File: config.mk
export PLATFORM = sky130hd
export DESIGN_NAME = alu_operand_sequencer
export DESIGN_NICKNAME = d
export VERILOG_FILES = /design/src/rtl/alu_operand_sequencer.sv
export SDC_FILE = /design/constraint.sdc
export NUM_CORES = 1
export LEC_CHECK = 0
export BUFFER_PORTS_ARGS = -buffer_cell sky130_fd_sc_hd__buf_4
export CAP_MARGIN = 20
export CORE_UTILIZATION = 51
export CTS_CLUSTER_SIZE = 40
export DETAILED_ROUTE_END_ITERATION = 8
export PLACE_DENSITY = 0.94
export SYNTH_ARGS = -nofsm -noshare
export SYNTH_HDL_FRONTEND = slang
export SYNTH_SLANG_ARGS = --single-unit
File: constraint.sdc
create_clock -name clk -period 3.3 [get_ports clk]
set_input_delay 0.495 -clock clk [delete_from_list [all_inputs] [get_ports clk]]
set_output_delay 0.495 -clock clk [all_outputs]
set_load 0.05 [all_outputs]
File: src/rtl/alu_operand_sequencer.sv
// Operand sequencer for an external 4-bit ripple adder: latches a request, drives the
// adder, waits SETTLE_CYCLES edges, then captures the sum and flags until the consumer accepts.
module alu_operand_sequencer #(
  parameter int SETTLE_CYCLES = 1
) (
  input  logic       clk,
  input  logic       rst_n,
  input  logic       in_valid,
  output logic       in_ready,
  input  logic [1:0] op,
  input  logic [3:0] operand_a,
  input  logic [3:0] operand_b,
  output logic [3:0] adder_bus0,
  output logic [3:0] adder_bus1,
  output logic       adder_carry_in,
  input  logic [3:0] adder_sum,
  input  logic       adder_carry_out,
  output logic       out_valid,
  input  logic       out_ready,
  output logic [3:0] result,
  output logic       flag_c,
  output logic       flag_z,
  output logic       flag_v,
  output logic       flag_n,
  output logic       busy
);

  localparam logic [1:0] S_IDLE   = 2'd0;
  localparam logic [1:0] S_SETTLE = 2'd1;
  localparam logic [1:0] S_DONE   = 2'd2;

  localparam logic [1:0] OP_ADD = 2'b00;
  localparam logic [1:0] OP_SUB = 2'b01;
  localparam logic [1:0] OP_ADC = 2'b10;
  localparam logic [1:0] OP_INC = 2'b11;

  localparam logic [3:0] CNT_LOAD = 4'(SETTLE_CYCLES - 1);

  logic [1:0] state;
  logic [3:0] cnt;
  logic [1:0] op_q;
  logic [3:0] a_q;
  logic [3:0] b_q;
  logic       ovf;

  // Adder inputs come only from the drive registers, so they stay frozen while it settles.
  // ADC reads the live flag_c, which cannot change before this operation's own capture.
  always_comb begin
    adder_bus0     = a_q;
    adder_bus1     = b_q;
    adder_carry_in = 1'b0;
    case (op_q)
      OP_ADD: begin
        adder_bus1     = b_q;
        adder_carry_in = 1'b0;
      end
      OP_SUB: begin
        adder_bus1     = ~b_q;
        adder_carry_in = 1'b1;
      end
      OP_ADC: begin
        adder_bus1     = b_q;
        adder_carry_in = flag_c;
      end
      OP_INC: begin
        adder_bus1     = 4'd0;
        adder_carry_in = 1'b1;
      end
      default: begin
        adder_bus1     = b_q;
        adder_carry_in = 1'b0;
      end
    endcase
  end

  assign ovf = (adder_bus0[3] == adder_bus1[3]) && (adder_sum[3] != adder_bus0[3]);

  assign in_ready  = (state == S_IDLE);
  assign out_valid = (state == S_DONE);
  assign busy      = (state != S_IDLE);

  always_ff @(posedge clk or negedge rst_n) begin
    if (!rst_n) begin
      state  <= S_IDLE;
      cnt    <= 4'd0;
      op_q   <= 2'd0;
      a_q    <= 4'd0;
      b_q    <= 4'd0;
      result <= 4'd0;
      flag_c <= 1'b0;
      flag_z <= 1'b0;
      flag_v <= 1'b0;
      flag_n <= 1'b0;
    end else begin
      case (state)
        S_IDLE: begin
          if (in_valid) begin
            op_q  <= op;
            a_q   <= operand_a;
            b_q   <= operand_b;
            cnt   <= CNT_LOAD;
            state <= S_SETTLE;
          end
        end
        S_SETTLE: begin
          if (cnt != 4'd0) begin
            cnt <= cnt - 4'd1;
          end else begin
            result <= adder_sum;
            flag_c <= adder_carry_out;
            flag_z <= (adder_sum == 4'd0);
            flag_v <= ovf;
            flag_n <= adder_sum[3];
            state  <= S_DONE;
          end
        end
        S_DONE: begin
          if (out_ready) state <= S_IDLE;
        end
        default: state <= S_IDLE;
      endcase
    end
  end

endmodule

Word-level counts from Yosys, hierarchy flattened
Cells that the tools add are included.
{ "totals": {"in_bits": 19, "out_inout_bits": 20, "wordCells": 46, "reg_bits": 24} }
{ "classes": {"n_reduce_logical": 13, "addsub": 1, "n_mux": 9, "bitwise_logic": 2, "n_eq_ne": 11} }
{ "ops": {"columns": ["cell", "count"], "rows": [
  ["$pmux W4 S3", 1],
  ["$mux W4", 2],
  ["$pmux W4 S2", 1],
  ["$eq A2 B2 Y1 const B", 3],
  ["$mux W2", 3],
  ["$ne A2 B2 Y1 const B", 3],
  ["$pmux W2 S3", 1],
  ["$reduce_and A3 Y1", 2],
  ["$eq A2 B1 Y1 const B", 2],
  ["$logic_not A2 Y1", 2],
  ["$logic_not A4 Y1", 1],
  ["$not A4 Y4", 1],
  ["$reduce_and A2 Y1", 2],
  ["$reduce_bool A2 Y1", 2],
  ["$reduce_bool A4 Y1", 1],
  ["$reduce_or A2 Y1", 2],
  ["$sub A4 B1 Y4 const B", 1],
  ["$pmux W1 S3", 1],
  ["$ne A2 B1 Y1 const B", 1],
  ["$eq A1 B1 Y1", 1],
  ["$logic_and A1 B1 Y1", 1],
  ["$ne A1 B1 Y1", 1],
  ["$not A1 Y1", 1]
]} }

Longest topological paths before layout
Gate-level depths: netlist (run 1).
{ "depth": {"ltp_word": 5, "depth_mapped": 5} }

Worst setup path after synthesis (run 1)
Ideal clock, no wire load.
{ "synth_timing": {"path_kind": "reg2out", "startpoint": "register state[1]", "endpoint": "output port busy", "arrival_ns": 1.544, "stages_incl_launch_ff": 3, "path_buffers": 0, "setup_slack_ns": 1.261, "path_cell_list": "dfrtp_1 nor2_1 inv_1"} }
{ "synth_via": {"elab_chain_len": 1} }
{ "synth_rtl": {"columns": ["item", "line", "source"], "rows": [
  ["start, declared", "39", "logic [1:0] state;"],
  ["start signal, assigned", "84", "state <= S_IDLE;"],
  ["start signal, assigned", "102", "state <= S_SETTLE;"],
  ["start signal, assigned", "114", "state <= S_DONE;"],
  ["$reduce_bool A2 Y1", "80", "assign busy = (state != S_IDLE);"],
  ["end, declared", "25", "output logic busy"]
]} }
Every way passes these cells.

Worst setup path in the final report (run 1)
{ "layout_timing": {"startpoint": "register op_q[0]", "endpoint": "output port adder_bus1[3]"} }
{ "layout_via": {"elab_chain_len": 3} }
{ "layout_rtl": {"columns": ["item", "line", "source"], "rows": [
  ["start, declared", "41", "logic [1:0] op_q;"],
  ["start signal, assigned", "98", "op_q <= op;"],
  ["$eq A2 B2 Y1 or $logic_not A2 Y1 (tied branches)", "52", "case (op_q)"],
  ["$reduce_or A2 Y1 (no line)", null, null],
  ["$pmux W4 S3 (*)", "52", null],
  ["end, declared", "14", "output logic [3:0] adder_bus1,"]
]} }
Every way passes the cells marked *; elsewhere a longest branch is shown, timed or not.

==> results.txt, run 1 <==
----------------------------------------------------
[Timing]
  Upper clock frequency limit ... 0.503 GHz
  Hold violation total from the final report ... 0
  Headroom to the max-slew limit ... 57.1%
  RSZ-0062 raised after global routing ... false
  Worst slack on hold paths ... 54.8 ps
  Total negative slack for setup checks ... 0 ps
  Transition time of the tightest slew-check pin ... 644 ps
  Final critical-path share of the clock period ... 60.2%
  Worst Skew ... 4.55 ps
  Number of slew-limit violations in the final report ... 0
  Finish-stage setup viols ... 0
  Clock period minus worst slack ... 1990 ps

[Clock tree]
  Clk sinks ... 23
  Buffers inserted during post-CTS setup optimization ... 0
  CTS buffer count ... 3
  Buffer levels on the longest clock path ... 2
  Cell at the root of the clock tree ... sky130_fd_sc_hd__clkbuf_4
  Clock latency on the worst-skew pair ... 310 ps
  Deepest level of the CTS H-tree ... 1
  Hold buffers post-CTS ... 0
  Post-CTS Resized ... 0
  Clock tree from TritonCTS ... built
  Clk slew on worst S/H paths ... 120 ps

[Detailed routing]
  Pre-antenna DRT Iters ... 4
  Number of nets with antenna violations after detailed routing ... 0
  DRC viols ... 0
  Starting DRC count in detailed routing ... 12
  Final wirelength ... 2.05 mm
  Routed WL per cell ... 13.7 um
  Via-to-Cell Ratio ... 5.28
  Total number of vias ... 792

[GRT]
  Aggregate global routing overflow ... 0
  Total Routing Usage GR ... 20.1%
  Pin count of the biggest net entering global routing ... 24
  Number of antenna violations at the first check in global routing ... 0
  Wire length of the first global-routing pass ... 3.62 mm
  Number of global-route vias before repair ... 825

[Synthesis]
  Count of flip-flops with a built-in enable after synthesis ... 0
  Part of the Yosys area used for sequential elements ... 52.3%
  Share of async-settable or async-resettable flops after synthesis ... 100%
  Synthesized-area fraction occupied by xor and xnor cells ... 0%
  Dominant register cell in the synthesized netlist ... sky130_fd_sc_hd__dfrtp_1
  Share of the synthesized area in compound gates (AO/OA/AOI/OAI) ... 6.48%
  Count of distinct cell types in the synthesized netlist ... 29
  Mapped Avg Cell Area ... 13.1 sq um
  Synth Area in Simple Gates ... 13.3%
  Dominant combinational cell family by area after synthesis ... multiplexers
  Ys Warns ... 0
  Share of synthesized cell area in full adder, half adder and majority cells ... 1.14%
  Multiplexer share of the synthesized area ... 21.9%
  Synth Cell Area ... 0.00110 sq mm
  Number of synthesized register bits ... 23
  Synthesized net count ... 104
  Number of instances in the synthesized netlist ... 84

[Setup path]
  Critical path data required time ... 2800 ps
  Maximum net fanout on the critical path ... 8
  Arrival time of data at the critical path endpoint ... 1490 ps
  Kind of critical path ... register to output port
  Setup crit start kind ... register
  Endpoint class of the critical path ... output port

[Place]
  Total half-perimeter wirelength after legalization and detailed placement ... 1.64 mm
  Placer Congestion ... 0.839
  Quantity of I/O buffers inserted on ports ... 38

[Run]
  Max-capacitance violation count ... 0

[Floorplan]
  Die Span X ... 48.5 um
  Top-level I/O count ... 39
  Height of the die ... 48.5 um
  Core Rows ... 16
  Die Outline Area ... 0.00235 sq mm
  Initial core utilization ... 55.0%
  Core area ... 0.00200 sq mm

[Layout]
  Nets ... 144
  Area growth syn-to-layout ... 27.8%
  Layout filler cell count ... 147
  Fraction of layout instances using a drive strength above 1 ... 50.4%
  Antenna Cells ... 0

[Hold path]
  Min-Delay Path Class ... primary input to asynchronous set/reset pin

[Status]
  Result of the run ... finished, final reports clean

----------------------------------------------------
==> logic make-up after synthesis <==
logic type | after synthesis
DFF | 23
and+or+nand+nor | 22
muxes | 20
AOI/OAI and AO/OA | 11
buffers and inverters | 7
adders and majority gates | 1
==> cells in the final DEF, fill, tap and decap left out, types with 2 or more instances in the layout <==
master,instances
sky130_fd_sc_hd__clkbuf_4,3
sky130_fd_sc_hd__nand2b_1,2
sky130_fd_sc_hd__nand3_1,3
sky130_fd_sc_hd__nand2_1,3
sky130_fd_sc_hd__o21ai_0,7
sky130_fd_sc_hd__inv_1,4
sky130_fd_sc_hd__dfrtp_1,23
sky130_fd_sc_hd__mux2_4,6
sky130_fd_sc_hd__mux2i_1,5
sky130_fd_sc_hd__or4_1,2
sky130_fd_sc_hd__nor2b_1,2
sky130_fd_sc_hd__buf_4,38
sky130_fd_sc_hd__mux2_2,9
==> sequential cells by signal, summed over array words and instances (netlist names) <==
| signal | cells |
|---|---|
| b_q | 4 |
| adder_bus0 | 4 |
| cnt | 4 |
| flag_v | 1 |
| flag_c | 1 |
| result | 4 |
| state | 2 |
| op_q | 2 |
| flag_z | 1 |
==> cells in the mapped netlist, types with 2 or more instances <==
master,count,area share (%)
sky130_fd_sc_hd__nand3_1,3,1.4
sky130_fd_sc_hd__or4_1,2,1.4
sky130_fd_sc_hd__nand2b_1,2,1.1
sky130_fd_sc_hd__mux2_2,9,9.2
sky130_fd_sc_hd__mux2i_1,5,4.5
sky130_fd_sc_hd__mux2_4,6,8.2
sky130_fd_sc_hd__o21ai_0,7,3.2
sky130_fd_sc_hd__inv_1,4,1.4
sky130_fd_sc_hd__nand2_1,3,1.0
sky130_fd_sc_hd__nor2b_1,2,1.1
sky130_fd_sc_hd__dfrtp_1,23,52
==> final timing paths <==
check / startpoint / endpoint / slack (ps) / depth (start not counted)
min in group clk: out_ready / state[1] / 360 / 2
setup / recovery: op_q[0] / adder_bus1[3] / 1310 / 3
hold / removal: rst_n / cnt[1] / 50 / 1
max in group asynchronous: rst_n / adder_bus0[3] / 3030 / 1
hold reg to reg: flag_z / flag_z / 520 / 2
setup reg to reg: cnt[0] / flag_c / 1500 / 5
==> layer usage <==
metal	global-route usage (%)	vias up	wire length (um)
met1	25.6	393	864
met3	2.83	4	65
met4	10.3	0	42
met5	0	-	0
met2	33.6	22	1080
li1	-	373	-
==> cell type report <==
| cell class | instances | area [sq um] | share of cell area [%] |
|---|---|---|---|
| Clock buffer | 4 | 26.3 | 1.87 |
| Inverter | 4 | 15.0 | 1.07 |
| Multi-Input combinational cell | 54 | 472 | 33.5 |
| Sequential cell | 23 | 576 | 40.9 |
| Tap cell | 27 | 33.8 | 2.40 |
| Timing Repair Buffer | 38 | 285 | 20.3 |
==> through the flow <==
stage	cell area, sq um	setup slack (ps)	utilization (%)	std cells
finish	1410	1310	70.3	150
global route	1410	1240	70.3	150
CTS	1410	1310	70.3	150
detailed placement	1380	1550	69.0	146
global placement	1380	1590	69.0	146
floorplan	1100	1260	-	84
==> worst max-delay path: stages, from the launching register on <==
cell and delay (ps):
sky130_fd_sc_hd__dfrtp_1 480, sky130_fd_sc_hd__nor3b_1 340, sky130_fd_sc_hd__or2_2 180, sky130_fd_sc_hd__buf_4 190
Power of run 1 is left out: the tool's default activity adds up to more than one toggle a clock period on the data nets, which glitch-free logic cannot reach.
==> run 2, diff against run 1 <==
- ABC_AREA: unset -> 1
- CORE_UTILIZATION: 51 -> 48
- PLACE_DENSITY: 0.94 -> 0.9
- clock period: 3.3 -> 2 ns (I/O delays scaled with it)
==> results.txt, run 2 <==
----------------------------------------------------
[Status]
  Result of the run ... finished, final reports clean

[Floorplan]
  Core Rows ... 16
  Top-level I/O count ... 39
  Height of the die ... 49.7 um
  Die Span X ... 49.7 um
  Die Outline Area ... 0.00247 sq mm
  Core area ... 0.00204 sq mm
  Initial core utilization ... 53.4%

[Timing]
  Upper clock frequency limit ... 0.606 GHz
  Hold violation total from the final report ... 0
  RSZ-0062 raised after global routing ... false
  Worst slack on hold paths ... 153 ps
  Clock period minus worst slack ... 1650 ps
  Transition time of the tightest slew-check pin ... 286 ps
  Finish-stage setup viols ... 0
  Total negative slack for setup checks ... 0 ps
  Number of slew-limit violations in the final report ... 0
  Final critical-path share of the clock period ... 82.6%
  Worst Skew ... 6.29 ps
  Headroom to the max-slew limit ... 81.0%

[Setup path]
  Arrival time of data at the critical path endpoint ... 1350 ps
  Master of the slowest instance on the critical path ... sky130_fd_sc_hd__dfrtp_1
  Setup crit start ... state[0]
  FF-to-FF Start ... cnt[0]
  Capture point of the worst reg-to-reg path ... result[2]
  Chain of cells forming the critical path ... nor2_4 > inv_1 > buf_4
  Setup crit start kind ... register
  Number of cells on the critical path ... 3
  Endpoint class of the critical path ... output port
  Maximum net fanout on the critical path ... 10
  Worst-case reg-to-reg path depth ... 7
  CP bufs+invs ... 2
  Register-to-register path setup slack ... 540 ps
  Biggest cell delay along the critical path ... 470 ps
  Critical path data required time ... 1700 ps
  End of the critical path ... busy
  Dominant delay contributor by cell family on the critical path ... flip-flops
  Kind of critical path ... register to output port

[Detailed routing]
  Starting DRC count in detailed routing ... 18
  DRC viols ... 0
  Number of nets with antenna violations after detailed routing ... 0
  Via-to-Cell Ratio ... 5.02
  Final wirelength ... 2.29 mm
  Pre-antenna DRT Iters ... 4
  Total number of vias ... 988
  Routed WL per cell ... 11.6 um

[Synthesis]
  Number of synthesized register bits ... 23
  Main area contributors after synthesis ... sky130_fd_sc_hd__dfrtp_1, sky130_fd_sc_hd__nand2_1, sky130_fd_sc_hd__nand3_1
  Count of distinct cell types in the synthesized netlist ... 21
  Ranking of synthesized cells by instance count ... sky130_fd_sc_hd__nand2_1, sky130_fd_sc_hd__dfrtp_1, sky130_fd_sc_hd__inv_1, sky130_fd_sc_hd__nand3_1, sky130_fd_sc_hd__nor2_1
  Ys Warns ... 0
  Synthesized net count ... 150
  Area fraction of the dominant cell type after synthesis ... 52.8%
  Most frequent cell after synthesis ... sky130_fd_sc_hd__nand2_1
  Count of flip-flops with a built-in enable after synthesis ... 0
  Share of async-settable or async-resettable flops after synthesis ... 100%
  Dominant register cell in the synthesized netlist ... sky130_fd_sc_hd__dfrtp_1
  Synth Cell Area ... 0.00109 sq mm
  Number of instances in the synthesized netlist ... 130
  Library cell occupying the most area in the post-synthesis netlist ... sky130_fd_sc_hd__dfrtp_1
  Part of the Yosys area used for sequential elements ... 52.8%
  Mapped Avg Cell Area ... 8.38 sq um

[GRT]
  Number of antenna violations at the first check in global routing ... 0
  Total Routing Usage GR ... 21.0%
  Pin count of the biggest net entering global routing ... 24
  Aggregate global routing overflow ... 0
  Wire length of the first global-routing pass ... 3.95 mm
  Number of global-route vias before repair ... 958

[Layout]
  FF+latch area ... 576 sq um
  Fraction of layout instances using a drive strength above 1 ... 30.6%
  Multi-input combinational cell area ... 434 sq um
  Nets ... 191
  Most common library cell in the layout ignoring fill and taps ... sky130_fd_sc_hd__nand2_1
  Area growth syn-to-layout ... 30.4%
  Layout filler cell count ... 166
  Antenna Cells ... 0
  Most frequent cells in the layout ... sky130_fd_sc_hd__nand2_1, sky130_fd_sc_hd__buf_4, sky130_fd_sc_hd__dfrtp_1

[Place]
  Total half-perimeter wirelength after legalization and detailed placement ... 1.78 mm
  Placer Congestion ... 0.818
  Quantity of I/O buffers inserted on ports ... 38

[Clock tree]
  Deepest level of the CTS H-tree ... 1
  Cell at the root of the clock tree ... sky130_fd_sc_hd__clkbuf_4
  Clk sinks ... 23
  Clk slew on worst S/H paths ... 120 ps
  Buffers inserted during post-CTS setup optimization ... 0
  CTS buffer count ... 3
  Buffer levels on the longest clock path ... 2
  Clock tree from TritonCTS ... built
  Clock latency on the worst-skew pair ... 310 ps

[Hold path]
  Min-Delay Path Class ... primary input to register
  Hold path startpoint ... out_ready

[Run]
  Max-capacitance violation count ... 0

----------------------------------------------------
## run 2: cell types whose count changed in the layout (fill, tap and decap cells not counted), sizes merged, moves of 3 or more
cell	before	now
a21oi	1	4
inv	4	15
mux2	15	0
mux2i	5	0
nand2	3	45
nand3	3	14
nor2	1	11
nor2b	3	0
o21ai	7	10
## run 2: how the worst min path moves through the flow
stage	endpoint	slack [ps]	depth (start not counted)
CTS	state[1]	150	2
detailed placement	op_q[1]	200	1
global route	state[1]	140	2
floorplan	adder_bus0[0]	4	0
global placement	op_q[1]	200	1
finish	state[1]	150	2
## run 2: logic make-up (layout without fill, tap and decap cells)
logic type	Yosys count	in the layout	share of synthesized area, %
simple gates	73	73	30.5
flops	23	23	52.8
buf+inv	18	58	7.35
compound gates	15	15	8.15
fa+ha+maj	1	1	1.15
## run 2: what timing repair did
item | CTS | global route
resized for setup | 0 | 0
endpoints found under the hold margin | 23 | 0
hold buffers | 1 | 0
## run 2: layout make-up
class,instances,share of cell area [%]
Clock buffer,4,1.85
Sequential cell,23,40.5
Tap cell,27,2.38
Timing Repair Buffer,39,20.8
Inverter,15,3.96
Multi-Input combinational cell,89,30.5
## run 2: stage by stage
| step | utilization, % | cells | setup slack, ps | instance area (sq um) |
|---|---|---|---|---|
| after CTS | 69.6 | 197 | 338 | 1420 |
| after global placement | 67.8 | 192 | 684 | 1390 |
| after global routing | 69.6 | 197 | 273 | 1420 |
| after floorplan | - | 130 | 92.1 | 1090 |
| after detailed placement | 67.8 | 192 | 577 | 1390 |
| final | 69.6 | 197 | 349 | 1420 |
## run 2: worst register-to-register path: cells and delay by family (launching register included)
kind	cells	cell delay, ps
adder cells (fa/ha/maj)	1	200
buffers and inverters	2	200
AO/OA/AOI/OAI	1	60
flip-flops	1	420
AND/OR/NAND/NOR	3	480
## run 2: metal layers
| layer | global-route usage (%) | share of wire [%] |
|---|---|---|
| met1 | 25.3 | 41 |
| met2 | 37.6 | 52 |
| met3 | 2.16 | 5.6 |
| met4 | 9.05 | 1.6 |
| met5 | 0 | 0 |
Power of run 2 is left out for the same reason.
==> run 3, diff against run 2 <==
- clock period: 2 -> 1.7 ns (I/O delays scaled with it)
==> results.txt, run 3 (same netlist as run 2, synthesis figures left out) <==
----------------------------------------------------
[Status]
  Result of the run ... finished, final reports clean

[Layout]
  Nets ... 191
  FF+latch area ... 576 sq um
  Area growth syn-to-layout ... 30.4%
  Multi-input combinational cell area ... 434 sq um
  Layout filler cell count ... 175
  Most frequent cells in the layout ... sky130_fd_sc_hd__nand2_1, sky130_fd_sc_hd__buf_4, sky130_fd_sc_hd__dfrtp_1
  Fraction of layout instances using a drive strength above 1 ... 30.6%
  Post-Layout Cell Count ... 197
  Most common library cell in the layout ignoring fill and taps ... sky130_fd_sc_hd__nand2_1
  Antenna Cells ... 0

[Setup path]
  Capture point of the worst reg-to-reg path ... result[2]
  Arrival time of data at the critical path endpoint ... 1350 ps
  Master of the slowest instance on the critical path ... sky130_fd_sc_hd__dfrtp_1
  Critical path data required time ... 1440 ps
  Biggest cell delay along the critical path ... 470 ps
  Register-to-register path setup slack ... 250 ps
  Worst-case reg-to-reg path depth ... 7
  Setup crit start ... state[0]
  Kind of critical path ... register to output port
  FF-to-FF Start ... cnt[0]
  End of the critical path ... busy
  Endpoint class of the critical path ... output port
  Maximum net fanout on the critical path ... 10
  Setup crit start kind ... register
  Chain of cells forming the critical path ... nor2_4 > inv_1 > buf_4

[Clock tree]
  CTS buffer count ... 3
  Deepest level of the CTS H-tree ... 1
  Clk slew on worst S/H paths ... 110 ps
  Buffers inserted during post-CTS setup optimization ... 0
  Post-CTS Resized ... 0
  Cell at the root of the clock tree ... sky130_fd_sc_hd__clkbuf_4
  Clk sinks ... 23
  Clock latency on the worst-skew pair ... 310 ps
  Hold buffers post-CTS ... 1
  Clock tree from TritonCTS ... built
  Buffer levels on the longest clock path ... 2

[Detailed routing]
  Starting DRC count in detailed routing ... 29
  Via-to-Cell Ratio ... 5.02
  Total number of vias ... 989
  Final wirelength ... 2.22 mm
  Number of nets with antenna violations after detailed routing ... 0
  Pre-antenna DRT Iters ... 4
  DRC viols ... 0
  Routed WL per cell ... 11.2 um

[Hold path]
  Cells on Worst Hold Path ... 2
  Hold path startpoint ... out_ready
  Min-Delay Path Class ... primary input to register

[Floorplan]
  Core area ... 0.00204 sq mm
  Initial core utilization ... 53.4%
  Height of the die ... 49.7 um
  Die Outline Area ... 0.00247 sq mm
  Die Span X ... 49.7 um
  Top-level I/O count ... 39
  Core Rows ... 16

[Place]
  Placer Congestion ... 0.818
  DP Cell Count ... 192
  Quantity of I/O buffers inserted on ports ... 38
  Pre-CTS setup slack ... 279 ps
  Total half-perimeter wirelength after legalization and detailed placement ... 1.75 mm

[Timing]
  Transition time of the tightest slew-check pin ... 279 ps
  Slack of the critical path ... 98.5 ps
  RSZ-0062 raised after global routing ... false
  Upper clock frequency limit ... 0.624 GHz
  Worst slack on hold paths ... 115 ps
  Number of slew-limit violations in the final report ... 0
  Final critical-path share of the clock period ... 94.2%
  Clock period minus worst slack ... 1600 ps
  Worst Skew ... 8.06 ps
  Hold violation total from the final report ... 0
  Headroom to the max-slew limit ... 81.4%
  Finish-stage setup viols ... 0

[GRT]
  Total Routing Usage GR ... 20.6%
  Number of antenna violations at the first check in global routing ... 0
  Pin count of the biggest net entering global routing ... 24
  Wire length of the first global-routing pass ... 3.82 mm
  Aggregate global routing overflow ... 0
  Number of global-route vias before repair ... 924

[Run]
  Max-capacitance violation count ... 0

----------------------------------------------------
run 3: stage by stage:
| step | setup TNS, ps | utilization [%] | instance area, sq um |
|---|---|---|---|
| 2_1_floorplan | -489 | - | 1090 |
| 3_3_place_gp | 0 | 67.8 | 1390 |
| 3_5_place_dp | 0 | 67.8 | 1390 |
| 4_1_cts | 0 | 69.6 | 1420 |
| 5_1_grt | 0 | 69.6 | 1420 |
| 6_report | 0 | 69.6 | 1420 |
run 3: worst min-delay path by stage:
stage	end	slack, ps
floorplan	adder_bus0[0]	-40
global placement	op_q[1]	160
detailed placement	op_q[1]	160
CTS	state[1]	110
global route	state[1]	90
finish	state[1]	110
run 3: per-layer routing:
| metal | up-vias | GRT usage [%] | share of wire [%] |
|---|---|---|---|
| met4 | 0 | 9.05 | 1.4 |
| met1 | 453 | 24.8 | 43 |
| met2 | 40 | 35.6 | 50 |
| met5 | - | 0 | 0 |
| li1 | 491 | - | - |
| met3 | 5 | 3.70 | 5.2 |
run 3: area by class of cell:
class | count | area share (%)
timing repair buffer | 39 | 20.8
tap | 27 | 2.38
multi-input combinational | 89 | 30.5
sequential | 23 | 40.5
inverter | 15 | 3.96
clock buffer | 4 | 1.85
run 3: worst max-delay path: cells and delay by family, from the launching register on:
family	cells	cell delay (ps)
flops	1	470
buf+inv	2	280
simple gates	1	290
Power of run 3 is left out for the same reason.
